## config.mk

```make
export PLATFORM = sky130hd
export DESIGN_NAME = tt_um_jimktrains_vslc_capture
export DESIGN_NICKNAME = d
export VERILOG_FILES = /design/src/rtl/tt_um_jimktrains_vslc_pkg.sv /design/src/rtl/tt_um_jimktrains_vslc_sync.sv /design/src/rtl/tt_um_jimktrains_vslc_capture.sv
export SDC_FILE = /design/constraint.sdc
export NUM_CORES = 1
export LEC_CHECK = 0
export ABC_CLOCK_PERIOD_IN_PS = 2300
export CAP_MARGIN = 20
export CORE_ASPECT_RATIO = 0.6
export CORE_MARGIN = 4
export CORE_UTILIZATION = 25
export CTS_BUF_LIST = sky130_fd_sc_hd__clkbuf_16
export DETAILED_ROUTE_END_ITERATION = 10
export HOLD_SLACK_MARGIN = 0.03
export PLACE_DENSITY = 0.53
export SLEW_MARGIN = 10
export SYNTH_ARGS = -nofsm -noshare
export SYNTH_HDL_FRONTEND = slang
export SYNTH_SLANG_ARGS = --single-unit
```

## constraint.sdc

```tcl
create_clock -name clk -period 2.3 [get_ports clk]
set_input_delay 0.46 -clock clk [delete_from_list [all_inputs] [get_ports clk]]
set_output_delay 0.46 -clock clk [all_outputs]
set_load 0.02 [all_outputs]
```

## src/rtl/tt_um_jimktrains_vslc_pkg.sv

```systemverilog
// Definitions shared by the VSLC peripheral set: capture FSM encoding and
// the default counter width common to the timer and the capture block.
package tt_um_jimktrains_vslc_pkg;

    localparam int VSLC_WIDTH = 16;

    typedef enum logic [1:0] {
        VSLC_CAP_SYNC = 2'd0,
        VSLC_CAP_LOW  = 2'd1,
        VSLC_CAP_HIGH = 2'd2
    } vslc_cap_state_t;

endpackage

```

## src/rtl/tt_um_jimktrains_vslc_sync.sv

```systemverilog
// N-flop synchronizer for bringing an asynchronous level into the clk domain.
// The output lags the input by exactly STAGES cycles.
module tt_um_jimktrains_vslc_sync #(
    parameter int STAGES = 2
) (
    input  logic clk,
    input  logic rst,
    input  logic d,
    output logic q
);

    logic [STAGES-1:0] ff;

    // NOTE: non-blocking assignment lets every stage sample its predecessor's old value.
    always_ff @(posedge clk) begin
        if (rst) begin
            ff <= '0;
        end else begin
            ff <= STAGES'({ff, d});
        end
    end

    assign q = ff[STAGES-1];

endmodule

```

## src/rtl/tt_um_jimktrains_vslc_capture.sv

```systemverilog
// Input capture: measures low/high phase lengths of signal_in, reported as
// length-1 so a captured pair can be fed straight back into the VSLC timer.
module tt_um_jimktrains_vslc_capture
    import tt_um_jimktrains_vslc_pkg::*;
#(
    parameter int WIDTH       = VSLC_WIDTH,
    parameter int SYNC_STAGES = 2
) (
    input  logic             clk,
    input  logic             rst,
    input  logic             capture_enabled,
    input  logic             signal_in,
    output logic [WIDTH-1:0] period_a_o,
    output logic [WIDTH-1:0] period_b_o,
    output logic             capture_valid_o,
    output logic             overflow_o,
    output logic [WIDTH-1:0] capture_counter_o
);

    logic s;
    logic s_d;
    logic fall;
    logic rise;

    tt_um_jimktrains_vslc_sync #(
        .STAGES(SYNC_STAGES)
    ) u_sync (
        .clk(clk),
        .rst(rst),
        .d  (signal_in),
        .q  (s)
    );

    assign fall = s_d & ~s;
    assign rise = ~s_d & s;

    vslc_cap_state_t  state, state_n;
    logic [WIDTH-1:0] counter, counter_n;
    logic [WIDTH-1:0] low_len_r, low_len_n;
    logic             ovf_low_r, ovf_low_n;
    logic             ovf_cur_r, ovf_cur_n;
    logic [WIDTH-1:0] period_a_n, period_b_n;
    logic             valid_n, overflow_n;

    // Saturating increment: a stuck input pins the counter and flags overflow.
    logic             cnt_max;
    logic [WIDTH-1:0] cnt_inc;
    logic             ovf_inc;

    assign cnt_max = (counter == '1);
    assign cnt_inc = cnt_max ? counter : counter + WIDTH'(1);
    assign ovf_inc = ovf_cur_r | cnt_max;

    always_comb begin
        // NOTE: every output gets a default first so no path infers a latch.
        state_n    = state;
        counter_n  = counter;
        low_len_n  = low_len_r;
        ovf_low_n  = ovf_low_r;
        ovf_cur_n  = ovf_cur_r;
        period_a_n = period_a_o;
        period_b_n = period_b_o;
        overflow_n = overflow_o;
        valid_n    = 1'b0;

        if (!capture_enabled) begin
            state_n   = VSLC_CAP_SYNC;
            counter_n = '0;
            ovf_cur_n = 1'b0;
            ovf_low_n = 1'b0;
        end else begin
            unique case (state)
                VSLC_CAP_SYNC: begin
                    counter_n = '0;
                    if (fall) begin
                        ovf_cur_n = 1'b0;
                        state_n   = VSLC_CAP_LOW;
                    end
                end
                VSLC_CAP_LOW: begin
                    if (rise) begin
                        low_len_n = counter;
                        ovf_low_n = ovf_cur_r;
                        counter_n = '0;
                        ovf_cur_n = 1'b0;
                        state_n   = VSLC_CAP_HIGH;
                    end else begin
                        counter_n = cnt_inc;
                        ovf_cur_n = ovf_inc;
                    end
                end
                VSLC_CAP_HIGH: begin
                    // The closing fall publishes the pair and opens the next low phase.
                    if (fall) begin
                        period_a_n = low_len_r;
                        period_b_n = counter;
                        overflow_n = ovf_low_r | ovf_cur_r;
                        valid_n    = 1'b1;
                        counter_n  = '0;
                        ovf_cur_n  = 1'b0;
                        state_n    = VSLC_CAP_LOW;
                    end else begin
                        counter_n = cnt_inc;
                        ovf_cur_n = ovf_inc;
                    end
                end
                default: begin
                    state_n   = VSLC_CAP_SYNC;
                    counter_n = '0;
                end
            endcase
        end
    end

    always_ff @(posedge clk) begin
        if (rst) begin
            state           <= VSLC_CAP_SYNC;
            s_d             <= 1'b0;
            counter         <= '0;
            low_len_r       <= '0;
            ovf_low_r       <= 1'b0;
            ovf_cur_r       <= 1'b0;
            period_a_o      <= '0;
            period_b_o      <= '0;
            overflow_o      <= 1'b0;
            capture_valid_o <= 1'b0;
        end else begin
            state           <= state_n;
            s_d             <= s;
            counter         <= counter_n;
            low_len_r       <= low_len_n;
            ovf_low_r       <= ovf_low_n;
            ovf_cur_r       <= ovf_cur_n;
            period_a_o      <= period_a_n;
            period_b_o      <= period_b_n;
            overflow_o      <= overflow_n;
            capture_valid_o <= valid_n;
        end
    end

    assign capture_counter_o = counter;

endmodule
```

==> flow_summary.toml <==
[status]
run_status = "finished clean"

[cts]
cts-root-to-sink-buffers = 2
clock_tree.root_cell = "sky130_fd_sc_hd__clkbuf_16"
cts_tree = "built"
cts_repair_resize_count = 0
cts.reportedPaths.clkPinSlew_ns = 0.06
cts_inserted_buffers = 9
hold_buffers = 0
post-cts-setup-buffers = 0
cts.htree.levels = 3
clock_sink_count = 73
clkLatencyLatePin_ns = 0.33

[timing]
period_minus_slack_ns = 2.08
fmax_ghz = 0.481
min_setup_slack_post_route_ns = 0.220
timing_hold_violations_final = 0
finalMaxSlewViolations = 0
fin_skew_ns = 0.00590
fin_tns_setup_ns = 0
grt_setup_unrepaired = "false"
tightestPinTransition_ns = 0.555
period_share = 0.905
relative_slew_margins = 0.630
timing.final.setup_violations = 0
hold_ws_ns = 0.435

[place]
placed_cells = 559
port-buffer-count = 53
place_hpwl_um = 5840
post_dp_cell_area_um2 = 3640
globalplace.congestion = 0.828
post-place-ws_ns = 0.0953

[floorplanning]
dieWidth_um = 147
ios = 54
area_of_the_die_um2 = 13500
initial_utilization = 0.257
design.core.area_um2 = 11300
chipHeight_um = 91.6
row_count = 30

[routing]
drc = 0
number_of_search_and_repair_iterations_in_the_first_detailed_routing_pass = 4
dr_total_vias = 2667
post_drt_wl_per_cell_um = 14.2
count_of_antenna_violating_nets_left_after_detailed_routing = 0
totalWireLength_um = 8180
detail_route.iter0.violations = 135
detail_route.vias_per_cell = 4.64

[power]
total_power_mw = 2.90
power.static_leakage_nw = 1.24
vdd_drop_max_mv = 0.342
power.density_cell_area_nw_per_um2 = 727

[global_routing]
grt_use_total = 0.127
antenna_found_initial = 0
number_of_global_route_vias_before_repair = 2658
grt_first_pass_wirelength_um = 13500
maximum_number_of_pins_on_one_net_before_global_route_repair = 54
grt-ovfl-total = 0

[yosys]
synth_cell_type_count = 40
post_synth.cell_area_avg_um2 = 8.13
predominant_post_synthesis_flop_cell = "sky130_fd_sc_hd__dfxtp_1"
yosys.area_share.simple = 0.266
async_flop_share = 0
synth_edf_count = 0
count_of_mapped_cells_out_of_synthesis = 358
synth_nets = 367
synth-xor-area-share = 0.00301
yosysWarnings = 0
yosys.area_share.adder = 0.0215
ys_seq_elements = 73
yosys-mux-area-fraction = 0.0103
mappedNetlistArea_um2 = 2910
synth_top_family_by_area = "simple AND/OR/NAND/NOR gates"
synth_compound_area_frac = 0.155
seq_area_frac_synth = 0.502

[worst_setup_path]
cp-start-kind = "register"
setup.worst_path.end_class = "primary output"
setup.worst_path.class = "reg -> out"
critical_path_slowest_stage_cell = "sky130_fd_sc_hd__clkdlybuf4s50_1"
r2r-start = "capture_counter_o[2]"
cp_cell_sequence = "clkdlybuf4s50_1"
setup.reg_to_reg.worst_slack_ns = 0.42
cpPeakStageDelay_ns = 0.70
critical_path_required_ns = 1.84
path_delay_family = "buffers and inverters"
worstPathMaxFanout = 7
worst-r2r-cell-count = 4
cp_num_buf_inv = 1
worstPathArrival_ns = 1.62
worstReg2RegEnd = "capture_counter_o[11]"

[cells_and_area]
postLayoutCoreUtil = 0.351
antenna-diode-count = 0
stdcell_count = 575
final_design_area_no_fill_um2 = 3980
area_growth_syn_to_layout_pct = 36.8
nFillCells = 1185
layout.cells.most_common = "sky130_fd_sc_hd__nand2_1"
post_route_cells_drive_above_1_share = 0.0843
mostFrequentLayoutCells = "103 x sky130_fd_sc_hd__nand2_1, 73 x sky130_fd_sc_hd__dfxtp_1, 56 x sky130_fd_sc_hd__a21oi_1"
net_count_reported_at_finish = 419

[worst_hold_path]
worst_hold_path.num_cells = 1
hold_path_class = "reg -> reg"
timing.hold.worst.start = "u_sync.ff[0]"
timing.hold.worst_endpoint = "u_sync.ff[1]"

[job]
max_cap_viol_count = 0
[routing by layer]
metal / part of all wire / routed length, µm / track usage / vias to the layer above
li1: - / - / - / 1333
met1: 0.51 / 4210 / 0.182 / 1251
met2: 0.40 / 3280 / 0.169 / 77
met3: 0.077 / 633 / 0.0509 / 6
met4: 0.0079 / 65 / 0.0426 / 0
met5: 0 / 0 / 0 / -
[where the power goes]
part	switching (mW)	internal (mW)
clock network	0.536	1.06
registers	0.00149	1.27
logic	0.0237	0.00938
total	0.561	2.33
[area by class of cell]
cell class                      count  area, µm²  share of cell area
Sequential cell                    73       1460               0.367
Multi-Input combinational cell    255       1330               0.334
Timing Repair Buffer               65        628               0.158
Clock buffer                        9        225              0.0565
Tap cell                          160        200              0.0503
Clock inverter                      7        118              0.0295
Inverter                            6       22.5             0.00565
[state kept, by name, indices dropped and copies added, names as in the netlist]
name	cells
state	2
period_b_o	16
capture_counter_o	16
period_a_o	16
capture_valid_o	1
low_len_r	16
u_sync.ff	2
s_d	1
ovf_cur_r	1
ovf_low_r	1
overflow_o	1
[how the worst max path moves through the flow]
stage	cells after the start	from	slack (ns)	to
after floorplan	5	capture_counter_o[0]	0.52	capture_counter_o[15]
after global placement	5	capture_enabled	0.21	capture_counter_o[9]
after detailed placement	5	capture_enabled	0.1	capture_counter_o[12]
after CTS	1	capture_counter_o[8]	0.22	capture_counter_o[8]
after global routing	1	capture_counter_o[2]	0.16	capture_counter_o[2]
final	1	capture_counter_o[8]	0.22	capture_counter_o[8]
[cells by family after synthesis]
family | Yosys count
AND/OR/NAND/NOR | 167
AO/OA/AOI/OAI | 79
flip-flops | 73
buffers and inverters | 30
adder cells (fa/ha/maj) | 5
multiplexers | 3
XOR/XNOR | 1
[cells in the mapped netlist, drive strengths merged (2+ instances only)]
cell type	instances	area share
o211ai	2	0.0052
a211oi	4	0.012
mux2i	3	0.010
nor4	5	0.013
o2bb2ai	2	0.0060
nor3	11	0.019
dfxtp	73	0.50
nand3b	3	0.0077
ha	5	0.021
buf	5	0.0086
and3	4	0.0090
inv	6	0.0077
nand4	3	0.0064
nor2	9	0.012
nor2b	4	0.0086
a21oi	56	0.096
nand2b	2	0.0043
nand2	103	0.13
nand3	18	0.041
o21ai	3	0.0052
clkbuf	19	0.025
a31oi	6	0.013
Note: power is estimated with default switching activity, not from simulation.
